File: src/rtl/pipe_ctrl_pkg.sv
// rtl/pipe_ctrl_pkg.sv - shared types, constants and hazard helper for the pipeline controller
package pipe_ctrl_pkg;

   typedef enum logic [1:0] {
      RUN      = 2'd0,
      MEM_WAIT = 2'd1,
      HALTED   = 2'd2
   } state_e;

   localparam logic [3:0] REG_ZERO = 4'h0;
   localparam int         WAIT_W   = 16;

   // Register 0 is hardwired, so a load targeting it never creates a dependency.
   function automatic logic load_use(input logic       memread,
                                     input logic [3:0] rd,
                                     input logic [3:0] rs,
                                     input logic [3:0] rt,
                                     input logic       uses_rt);
      return memread && (rd != REG_ZERO) && ((rd == rs) || (uses_rt && (rd == rt)));
   endfunction

endpackage

File: src/rtl/sat_counter16.sv
// rtl/sat_counter16.sv - 16-bit saturating event counter with sync active-low clear
module sat_counter16 (
   input  logic        clk_i,
   input  logic        clr_ni,
   input  logic        en_i,
   output logic [15:0] count_o
);

   logic [15:0] count_q, count_d;

   always_comb begin
      count_d = count_q;
      if (en_i && (count_q != 16'hFFFF)) begin
         count_d = count_q + 16'd1;
      end
   end

   always_ff @(posedge clk_i) begin
      if (!clr_ni) begin
         count_q <= '0;
      end else begin
         count_q <= count_d;
      end
   end

   assign count_o = count_q;

endmodule

File: src/rtl/pipeline_ctrl.sv
// rtl/pipeline_ctrl.sv - stall/flush/halt controller for a five-stage pipeline
module pipeline_ctrl
   import pipe_ctrl_pkg::*;
#(
   parameter int unsigned MEM_TIMEOUT = 255
) (
   input  logic        clk,
   input  logic        rst,
   input  logic        idex_memread,
   input  logic [3:0]  idex_rd,
   input  logic [3:0]  ifid_rs,
   input  logic [3:0]  ifid_rt,
   input  logic        ifid_uses_rt,
   input  logic        branch_taken,
   input  logic        mem_req,
   input  logic        mem_ready,
   input  logic        hlt_wb,
   output logic        pc_wen,
   output logic        ifid_stall,
   output logic        idex_stall,
   output logic        exm_stall,
   output logic        mwb_stall,
   output logic        ifid_flush,
   output logic        idex_flush,
   output logic        halted,
   output logic        mem_timeout,
   output logic [15:0] stall_cycles
);

   localparam logic [WAIT_W:0] TMO_LIM = (WAIT_W + 1)'(MEM_TIMEOUT);

   state_e              state_q, state_d;
   logic [WAIT_W-1:0]   wait_q, wait_d;
   logic [WAIT_W:0]     wait_inc;
   logic                timeout_q, timeout_d;
   logic                mem_stall;
   logic                hazard;

   assign wait_inc = {1'b0, wait_q} + 1'b1;
   assign hazard   = load_use(idex_memread, idex_rd, ifid_rs, ifid_rt, ifid_uses_rt);

   always_comb begin
      state_d    = state_q;
      wait_d     = wait_q;
      timeout_d  = timeout_q;
      mem_stall  = 1'b0;
      pc_wen     = 1'b1;
      ifid_stall = 1'b0;
      idex_stall = 1'b0;
      exm_stall  = 1'b0;
      mwb_stall  = 1'b0;
      ifid_flush = 1'b0;
      idex_flush = 1'b0;
      halted     = 1'b0;

      case (state_q)
         RUN: begin
            mem_stall = mem_req && !mem_ready;
            wait_d    = '0;
            if (hlt_wb) begin
               state_d = HALTED;
            end else if (mem_stall) begin
               state_d = MEM_WAIT;
            end
         end
         MEM_WAIT: begin
            mem_stall = !mem_ready;
            if (mem_ready) begin
               state_d = RUN;
               wait_d  = '0;
            end else if (wait_inc >= TMO_LIM) begin
               // Give up on the access so the core is not wedged forever.
               state_d   = RUN;
               wait_d    = '0;
               timeout_d = 1'b1;
            end else begin
               wait_d = wait_inc[WAIT_W-1:0];
            end
         end
         HALTED: begin
            state_d = HALTED;
         end
         default: begin
            state_d = RUN;
         end
      endcase

      if (!rst || (state_q == HALTED) || mem_stall) begin
         pc_wen     = 1'b0;
         ifid_stall = 1'b1;
         idex_stall = 1'b1;
         exm_stall  = 1'b1;
         mwb_stall  = 1'b1;
         halted     = rst && (state_q == HALTED);
      end else if (hazard) begin
         pc_wen     = 1'b0;
         ifid_stall = 1'b1;
         idex_flush = 1'b1;
      end else if (branch_taken) begin
         ifid_flush = 1'b1;
      end
   end

   always_ff @(posedge clk) begin
      if (!rst) begin
         state_q   <= RUN;
         wait_q    <= '0;
         timeout_q <= 1'b0;
      end else begin
         state_q   <= state_d;
         wait_q    <= wait_d;
         timeout_q <= timeout_d;
      end
   end

   assign mem_timeout = timeout_q;

   sat_counter16 u_stall_cnt (
      .clk_i   (clk),
      .clr_ni  (rst),
      .en_i    (rst && !pc_wen && (state_q != HALTED)),
      .count_o (stall_cycles)
   );

endmodule

File: config.mk
export PLATFORM = sky130hd
export DESIGN_NAME = pipeline_ctrl
export DESIGN_NICKNAME = d
export VERILOG_FILES = /design/src/rtl/pipe_ctrl_pkg.sv /design/src/rtl/sat_counter16.sv /design/src/rtl/pipeline_ctrl.sv
export SDC_FILE = /design/constraint.sdc
export NUM_CORES = 1
export LEC_CHECK = 0
export ABC_AREA = 1
export CELL_PAD_IN_SITES_DETAIL_PLACEMENT = 0
export CELL_PAD_IN_SITES_GLOBAL_PLACEMENT = 1
export CORE_MARGIN = 10
export CORE_UTILIZATION = 39
export DETAILED_ROUTE_END_ITERATION = 12
export PLACE_DENSITY = 0.89
export REMOVE_ABC_BUFFERS = 1
export SYNTH_ARGS = -nofsm -noshare
export SYNTH_HDL_FRONTEND = slang
export SYNTH_SLANG_ARGS = --single-unit
export TNS_END_PERCENT = 100
File: constraint.sdc
create_clock -name clk -period 4.58 [get_ports clk]
set_input_delay 0.687 -clock clk [delete_from_list [all_inputs] [get_ports clk]]
set_output_delay 0.687 -clock clk [all_outputs]
set_load 0.05 [all_outputs]
---- Yosys cells after proc, flatten, opt, wreduce, memory -nomap -nowiden ----
Cells that the tools add are included.
word-level totals
  flip-flop bits (word level) ............. 35
  output and inout port bits .............. 25
  logic and storage cells ................. 54
operators by class
  add/subtract/negate cells ............... 2
  $lt $le $gt $ge ......................... 1
  equal/unequal tests ..................... 8
  muxes and demuxes ....................... 19
  bitwise logic cells ..................... 1
  reduce and logical (&&, ||, !) cells .... 19
operators with widths
  kind                                                  number
  two-way mux 16 bit                                    2
  case mux 16 bit (2 select lines)                      1
  adder 16 x 1 -> 17 bit, second input constant         1
  >= comparator 17 x 8 -> 1 bit, second input constant  1
  adder 16 x 1 -> 16 bit, second input constant         1
  inequality test 16 bit, second input constant         1
  two-way mux 1 bit                                     10
  equality test 4 bit                                   2
  logical AND 1 bit                                     8
  two-way mux 2 bit                                     4
  inequality test 3 bit, second input constant          2
  case mux 2 bit (3 select lines)                       1
  nonzero test 4 bit                                    1
  logical NOT 1 bit                                     3
  logical OR 1 bit                                      3
  AND reduction 3 bit                                   1
  equality test 2 x 1 -> 1 bit, second input constant   1
  equality test 2 bit, second input constant            1
  logical NOT 2 bit                                     1
  inequality test 2 bit, second input constant          1
  case mux 1 bit (2 select lines)                       1
  AND reduction 2 bit                                   1
  nonzero test 2 bit                                    1
  inverter 1 bit                                        1

---- Longest topological paths before layout ----
Gate-level depths: netlist (run 1).
  depth after elaboration ................. 10
  depth in mapped cells ................... 12

---- Hierarchy ----
From an unflattened synthesis (run 1), not the netlist that was laid out.
second synthesis, totals
  cells, all modules ...................... 356
  area, all modules ....................... 2364.8 um2
by module, submodules not included
  module         instances  cells each  area each (um2)
  pipeline_ctrl  1          207         1368.8
  sat_counter16  1          149         996.0

---- Worst setup path after synthesis (run 1) ----
Ideal clock, no wire load.
  path type ............................... input port to output port
  start point ............................. in idex_rd[3]
  end point ............................... out ifid_flush
  arrival ................................. 2204 ps
  data required time ...................... 3893 ps
  setup slack ............................. 1689 ps
  stages on the path ...................... 10
  path buffers ............................ 2
  cells stage by stage .................... inv_1 > o21ai_0 > nor2_1 > nand4_1 > nand2_1 > nand2_1 > nand2_1 > buf_2 > buf_4 > nor2_1
between the ends
  word-level cells in the longest chain between the ends .. 6
  elaborated cells between the ends (all ways) .. 9
  classes of those cells .................. eq/ne (2); mux (2); reduce/logical (5)
RTL lines
  element              RTL line             RTL
  from (decl)          pipeline_ctrl.sv:10  input logic [3:0] idex_rd,
  equality test 4 bit  pipe_ctrl_pkg.sv:19  return memread && (rd != REG_ZERO) && ((rd == rs) || (uses_rt && (rd == rt)));
  logical AND 1 bit    pipe_ctrl_pkg.sv:19
  logical OR 1 bit     pipe_ctrl_pkg.sv:19
  logical AND 1 bit *  pipe_ctrl_pkg.sv:19
  two-way mux 1 bit *  pipeline_ctrl.sv:95  end else if (hazard) begin
  two-way mux 1 bit *  pipeline_ctrl.sv:88  if (!rst || (state_q == HALTED) || mem_stall) begin
  to (decl)            pipeline_ctrl.sv:23  output logic ifid_flush,
Every way passes the cells marked *; elsewhere a longest branch is shown, timed or not.

---- Worst setup path after layout (run 1) ----
  start point ............................. in idex_rd[2]
  end point ............................... out ifid_stall
between the ends
  word-level cells in the longest chain between the ends .. 6
  elaborated cells between the ends (all ways) .. 9
  classes of those cells .................. eq/ne (2); mux (2); reduce/logical (5)
RTL lines
  element              RTL line             RTL
  equality test 4 bit  pipe_ctrl_pkg.sv:19
  logical AND 1 bit    pipe_ctrl_pkg.sv:19
  logical OR 1 bit     pipe_ctrl_pkg.sv:19
  logical AND 1 bit *  pipe_ctrl_pkg.sv:19
  two-way mux 1 bit *  pipeline_ctrl.sv:95
  two-way mux 1 bit *  pipeline_ctrl.sv:88
  to (decl)            pipeline_ctrl.sv:19  output logic ifid_stall,
Marks and branches as above.

==> metrics.md, run 1 <==
| Metric | Value |
|---|---|
| Placed inst area | `between 2000 and 3000 um2` |
| WP data required | `a little under 4 ns` |
| Post-synth ARST share | `0` |
| Worst vdd ir | `roughly 0.18 mV` |
| Post-layout minimum cycle time | `around 3.5 ns` |
| Cell area after layout | `2900 um2` |
| Die area | `around 9500 um2` |
| Global-route wire length before repair | `around 11000 um` |
| Cell taking the most area after synthesis | `dfxtp_1` |
| Unique masters post-synth | `30` |
| Routed Antenna Nets | `0` |
| Drc violations | `0` |
| Synthesized area | `2330 um2` |
| Pwr Density | `223 nW/um2` |
| Total GRT Usage | `0.135` |
| NetSw | `slightly below 0.0002 W` |
| GPL Wtd Cong | `approximately 0.86` |
| Antenna cells | `0` |
| Status | `completed` |
| NumNets Final | `424` |
| Max Fclk | `around 0.28 GHz` |
| Die Width | `roughly 97 um` |
| Syn. warnings | `0` |
| # fillers | `623` |
| Post-CTS Resized | `0` |
| Layout cells sized above 1 | `0.0796` |
| WL/cell | `13.2 um` |
| Critical-path maximum fanout | `18` |
| Dpl hpwl | `4690 um` |
| Worst hold slack | `between 0.4 and 0.5 ns` |
| Hold WC Path Type | `reg2reg` |
| Vias/cell | `slightly below 5` |
| Setup Buffers After CTS | `0` |
| Leak | `between 1 and 1.5 nW` |
| CTS Buffer Depth | `2` |
| Final setup TNS | `0 ns` |
| DRT iter0 DRCs | `65` |
| Area of the multi-input gates | `1380 um2` |
| Arr. time, crit path | `between 2 and 3 ns` |
| EDFF count, synth | `0` |
| Syn-to-layout area delta | `24.4%` |
| Initial antenna violation count | `0` |
| CTS tree | `done` |
| Max Slew Vio Count | `0` |
| Clk root buf | `clkbuf_8` |
| Primary FF master, synth | `dfxtp_1` |
| PortBufs | `between 40 and 50` |
| Gr ovfl total | `0` |
| Critical path class | `in2out` |
| Proportion of netlist area held by the largest area contributor | `0.300` |
| Mapped Cells | `360` |
| Met2 Usage GRT | `0.233` |
| Clock sinks | `35` |
| Met3 Use GR | `0.0491` |
| Grt met1 use | `0.149` |
| Final core occ | `0.496` |
| Sw frac | `0.303` |
| Worst slew margin | `0.536` |
| Int Pwr | `about 0.00045 W` |
| Busiest layer in global routing | `met2` |
| Clock power frac | `0.349` |
| Combinational share of power | `0.167` |
| Worst Max-Slew Pin Slew | `0.695 ns` |
| #FFs+latches synth | `35` |
| Count of final setup violators | `0` |
| Sequential cell area | `about 700 um2` |
| # hold bufs at CTS | `0` |
| Final Hold Viols | `0` |
| H-tree Lvls | `2` |
| Initial DRT Pass Iterations | `4` |
| Top Ports | `45` |
| Routed Wire Length | `about 6300 um` |
| Site Rows | `28` |
| Power, Total | `0.000647 W` |
| CP endpoint kind | `primary output` |
| Number of CTS-inserted buffers | `5` |
| Sequential Power Share | `0.484` |
| Via count | `roughly 2.4k` |
| Number of max-cap violations | `0` |
| RSZ-0062 raised after global routing | `no` |
| Syn Area/Cell | `about 6.5 um2` |
| Vias in the first global route | `between 2k and 2.5k` |
| Fin Clk Skew | `~0.0039 ns` |
| Initial Util | `0.399` |
| Final period util | `0.771` |
| Clock latency at the later pin of the worst-skew pair | `between 0.2 and 0.3 ns` |
| Chip height | `97.3 um` |
| Core area | `between 5000 and 6000 um2` |
| Largest net degree at the start of global routing | `35` |
| Largest cells by area after synthesis | `dfxtp_1, nand2_1, nand3_1` |
| Startpoint Class | `input port` |
| Sequential share of the synthesized area | `0.300` |
| Clock transition at path regs | `approximately 0.080 ns` |
## cell usage after synthesis (2+ instances only)
cell type,count
nor2_1,21
nand3_2,3
nand4_1,14
buf_4,4
clkbuf_1,4
nor2_4,5
nand3_1,41
nand2_1,89
inv_1,47
clkinv_1,2
xor2_1,13
ha_1,3
xnor2_1,6
nor2_2,8
nor3_1,16
dfxtp_1,35
o21bai_1,2
buf_2,4
o21ai_0,4
nand2_2,3
a21oi_1,27
## metal layers
| layer | wire [um] | share of wire | vias to the layer above |
|---|---|---|---|
| met5 | 0 | 0 | - |
| met3 | 351 | 0.056 | 8 |
| met4 | 99 | 0.016 | 0 |
| li1 | - | - | 1238 |
| met2 | 3190 | 0.51 | 53 |
| met1 | 2670 | 0.42 | 1071 |
## final timing paths
kind                                              from                endpoint  slack [ns]  cells past startpoint
worst max register to register  u_stall_cnt.count_o[0]  u_stall_cnt.count_o[5]        2.39                      9
worst max-delay path                        idex_rd[2]              ifid_stall        1.05                      9
worst min register to register              state_q[0]              state_q[1]        0.42                      1
worst min-delay path                        state_q[0]              state_q[1]        0.42                      1
## flip-flops by register name (all words and copies together) (netlist names)
name and count:
u_stall_cnt.count_o 16, state_q 2, wait_q 16, mem_timeout 1
## power groups by stage
stage | Sequential [W] | Combinational (W) | Clock, W
6_report | 0.000313 | 0.000108 | 0.000226
3_3_place_gp | 0.000320 | 0.000107 | 0
4_1_cts | 0.000313 | 0.000109 | 0.000232
3_5_place_dp | 0.000320 | 0.000108 | 0
2_1_floorplan | 0.000323 | 0.0000563 | 0
5_1_grt | 0.000313 | 0.000117 | 0.000250
## area by class of cell
type / count / area share
Clock buffer: 5 / 0.0237
Clock inverter: 3 / 0.00518
Inverter: 49 / 0.0634
Multi-Input combinational cell: 264 / 0.477
Sequential cell: 35 / 0.242
Tap cell: 75 / 0.0324
Timing Repair Buffer: 46 / 0.157
## layout by cell type, fill, tap and decap left out, types with 6 or more instances in the layout
cell and instances:
dfxtp_1 35, nand4_1 14, nor3_1 16, nor2_2 8, nand3_1 41, a21oi_1 27
nor2_1 21, xor2_1 13, nand2_1 89, xnor2_1 6, clkdlybuf4s50_1 44, inv_1 47
## per-stage QoR
stage	cells	setup WS [ns]
after detailed placement	469	1.04
after global routing	477	0.858
after floorplan	348	1.40
after global placement	469	1.08
after CTS	477	1.03
final	477	1.05
## cell families after synthesis
logic type,after synthesis,share of synthesized area
AOI/OAI and AO/OA,37,0.0848
xor gates and xnor gates,19,0.0714
adders and majority gates,3,0.0161
buffers and inverters,61,0.107
DFF,35,0.300
and+or+nand+nor,205,0.421
## worst max-delay path, cell delays in order
cell and delay, ns:
clkdlybuf4s50_1 0.46, xor2_1 0.19, nor2_1 0.09, nand4_1 0.09, nand2_1 0.06, nand2_1 0.06
nand2_1 0.10, buf_4 0.24, clkdlybuf4s50_1 0.86
Note: power is estimated with default switching activity, not from simulation.
==> run 2, diff against run 1 <==
--- a/config.mk
+++ b/config.mk
@@ -9,9 +9,9 @@
 export CELL_PAD_IN_SITES_DETAIL_PLACEMENT = 0
 export CELL_PAD_IN_SITES_GLOBAL_PLACEMENT = 1
 export CORE_MARGIN = 10
-export CORE_UTILIZATION = 39
+export CORE_UTILIZATION = 33
 export DETAILED_ROUTE_END_ITERATION = 12
-export PLACE_DENSITY = 0.89
+export PLACE_DENSITY = 0.81
 export REMOVE_ABC_BUFFERS = 1
 export SYNTH_ARGS = -nofsm -noshare
 export SYNTH_HDL_FRONTEND = slang
==> constraint.sdc (replaced) <==
create_clock -name clk -period 2.9 [get_ports clk]
set_input_delay 0.435 -clock clk [delete_from_list [all_inputs] [get_ports clk]]
set_output_delay 0.435 -clock clk [all_outputs]
set_load 0.05 [all_outputs]
==> run 2 against run 1 <==
Against the previous run: first-iteration DRC count increased by 32%; via count shrank 0.93%; register-to-register slack worse by 1.7 ns; critical path depth fell by 4; largest power group unchanged; count of clock-buffer cells in the layout is 1 higher; largest cell class unchanged; sequential power grew 58%; final area is 3.9% higher; critical endpoint is now idex_stall; clock power increased by 110%; combinational power is 73% higher; power increased by 77%; routed wire length down 0.87%.
==> metrics.md, run 2 (synthesis results as in run 1) <==
| Metric | Value |
|---|---|
| Site Rows | `30 (+7.1%)` |
| Max Slew Vio Count | `0 (unchanged)` |
| R2R Path Start | `u_stall_cnt.count_o[0]` |
| Gr ovfl total | `0 (unchanged)` |
| Pwr Density | `380 nW/um2 (+71%)` |
| Initial DRT Pass Iterations | `4 (unchanged)` |
| CP startpoint | `state_q[1]` |
| Number of CTS-inserted buffers | `5 (unchanged)` |
| Routed Antenna Nets | `0 (unchanged)` |
| Drc violations | `0 (unchanged)` |
| PortBufs | `44 (unchanged)` |
| GPL Wtd Cong | `0.815 (-5.4%)` |
| Antenna cells | `0 (unchanged)` |
| Post-CTS Resized | `0 (unchanged)` |
| Chip height | `104 um (+6.9%)` |
| Clk root buf | `clkbuf_8` |
| Placed inst area | `2900 um2 (+2.8%)` |
| Vias in the first global route | `2220 (-6.8%)` |
| Worst hold slack | `0.430 ns (+0.0127 ns)` |
| Initial antenna violation count | `0 (unchanged)` |
| Clock power frac | `0.406 (+0.057)` |
| Combinational share of power | `0.163 (-0.004)` |
| Number of max-cap violations | `0 (unchanged)` |
| Clock latency at the later pin of the worst-skew pair | `0.29 ns (about the same)` |
| Worst slew margin | `0.507 (-0.0294)` |
| DRT iter0 DRCs | `86 (+32%)` |
| Worst vdd ir | `0.220 mV (+22%)` |
| Clock sinks | `35 (unchanged)` |
| Leak | `1.14 nW (+4.2%)` |
| WP data required | `2.47 ns (-1.42 ns)` |
| WL/cell | `12.5 um (-5.4%)` |
| NetSw | `0.000308 W (+57%)` |
| Syn-to-layout area delta | `29.2%` |
| CTS Buffer Depth | `2 (unchanged)` |
| Die area | `10800 um2 (+14%)` |
| Via count | `2348 (-0.93%)` |
| Vias/cell | `4.70 (-5.5%)` |
| Total GRT Usage | `0.115 (-0.0207)` |
| Hold WC Path Type | `reg2reg` |
| Routed Wire Length | `6260 um (-0.87%)` |
| Int Pwr | `0.000839 W (+86%)` |
| Layout cells sized above 1 | `0.0965 (+0.0169)` |
| Critical-path maximum fanout | `11 (-7)` |
| Critical path class | `reg2out` |
| Final setup TNS | `0 ns (unchanged)` |
| CP endpoint kind | `primary output` |
| Count of final setup violators | `0 (unchanged)` |
| Top Ports | `45 (unchanged)` |
| Most frequent cells in the layout | `nand2_1, inv_1, nand3_1` |
| Post-layout minimum cycle time | `2.56 ns` |
| NumNets Final | `426 (+0.47%)` |
| Initial Util | `0.341 (-0.0572)` |
| Sw frac | `0.268 (-0.0347)` |
| Arr. time, crit path | `2.12 ns (-0.73 ns)` |
| Core area | `6830 um2 (+17%)` |
| Startpoint Class | `register` |
| Worst Max-Slew Pin Slew | `0.739 ns (+0.0440 ns)` |
| Cell area after layout | `3010 um2 (+3.9%)` |
| Final period util | `0.881` |
| Global-route wire length before repair | `10700 um (-2.1%)` |
| H-tree Lvls | `2 (unchanged)` |
| Max Fclk | `roughly 0.39 GHz` |
| Final Hold Viols | `0 (unchanged)` |
| Clock transition at path regs | `0.08 ns (about the same)` |
| Hold path start | `state_q[0]` |
| Sequential Power Share | `0.431 (-0.053)` |
| Final core occ | `0.441 (-0.0547)` |
| Fin Clk Skew | `0.00948 ns (+0.00559 ns)` |
| Setup Buffers After CTS | `0 (unchanged)` |
| # hold bufs at CTS | `0 (unchanged)` |
| Status | `completed` |
| Commonest non-fill, non-tap cell in the layout | `nand2_1` |
| RSZ-0062 raised after global routing | `no` |
| Largest net degree at the start of global routing | `34 (-2.9%)` |
| CTS tree | `done` |
| Die Width | `104 um (+6.9%)` |
| Dpl hpwl | `4690 um (about the same)` |
==> run 2: cell types whose count changed in the layout (fill, tap and decap cells not counted) <==
cell,change
clkinv_2,-2
clkbuf_8,+1
bufinv_16,+1
clkdlybuf4s50_1,-5
buf_12,+4
buf_4,+3
==> run 2: worst paths after layout <==
path	to	slack (ns)	cells after the start
worst max-delay path	idex_stall	0.34	5
worst min-delay path	state_q[1]	0.43	1
worst max register to register	u_stall_cnt.count_o[10]	0.65	9
worst min register to register	state_q[1]	0.43	1
==> run 2: through the flow <==
step | setup WS (ns) | total power [W] | instances
6_report | 0.344 | 0.00115 | 500
5_1_grt | 0.161 | 0.00119 | 500
4_1_cts | 0.326 | 0.00116 | 500
3_5_place_dp | 0.373 | 0.000694 | 492
3_3_place_gp | 0.394 | 0.000693 | 492
2_1_floorplan | 0.111 | 0.000599 | 348
==> run 2: critical path, cell delays in order (launching register included) <==
cell and delay (ns):
dfxtp_1 0.58, nand2_1 0.13, nand2_1 0.12, a31oi_1 0.07, inv_1 0.11, clkdlybuf4s50_1 0.82
==> run 2: layer usage <==
metal	track usage	vias to the layer above	part of all wire
met5	0	-	0
met4	0.0149	0	0.0050
met3	0.0403	4	0.056
met2	0.195	36	0.49
met1	0.138	1062	0.45
li1	-	1246	-
==> run 2: power groups by stage <==
stage | Clock, W | Combinational (W) | Sequential, W
floorplan | 0 | 0.0000889 | 0.000511
global placement | 0 | 0.000188 | 0.000506
detailed placement | 0 | 0.000188 | 0.000505
CTS | 0.000475 | 0.000189 | 0.000494
global route | 0.000493 | 0.000201 | 0.000495
finish | 0.000465 | 0.000187 | 0.000494
==> run 2: cell type report <==
type / instances / area (um2)
Clock buffer: 6 / 82.6
Clock inverter: 2 / 35.0
Fill cell: 718 / 3820
Inverter: 49 / 184
Multi-Input combinational cell: 264 / 1380
Sequential cell: 35 / 701
Tap cell: 96 / 120
Timing Repair Buffer: 48 / 508
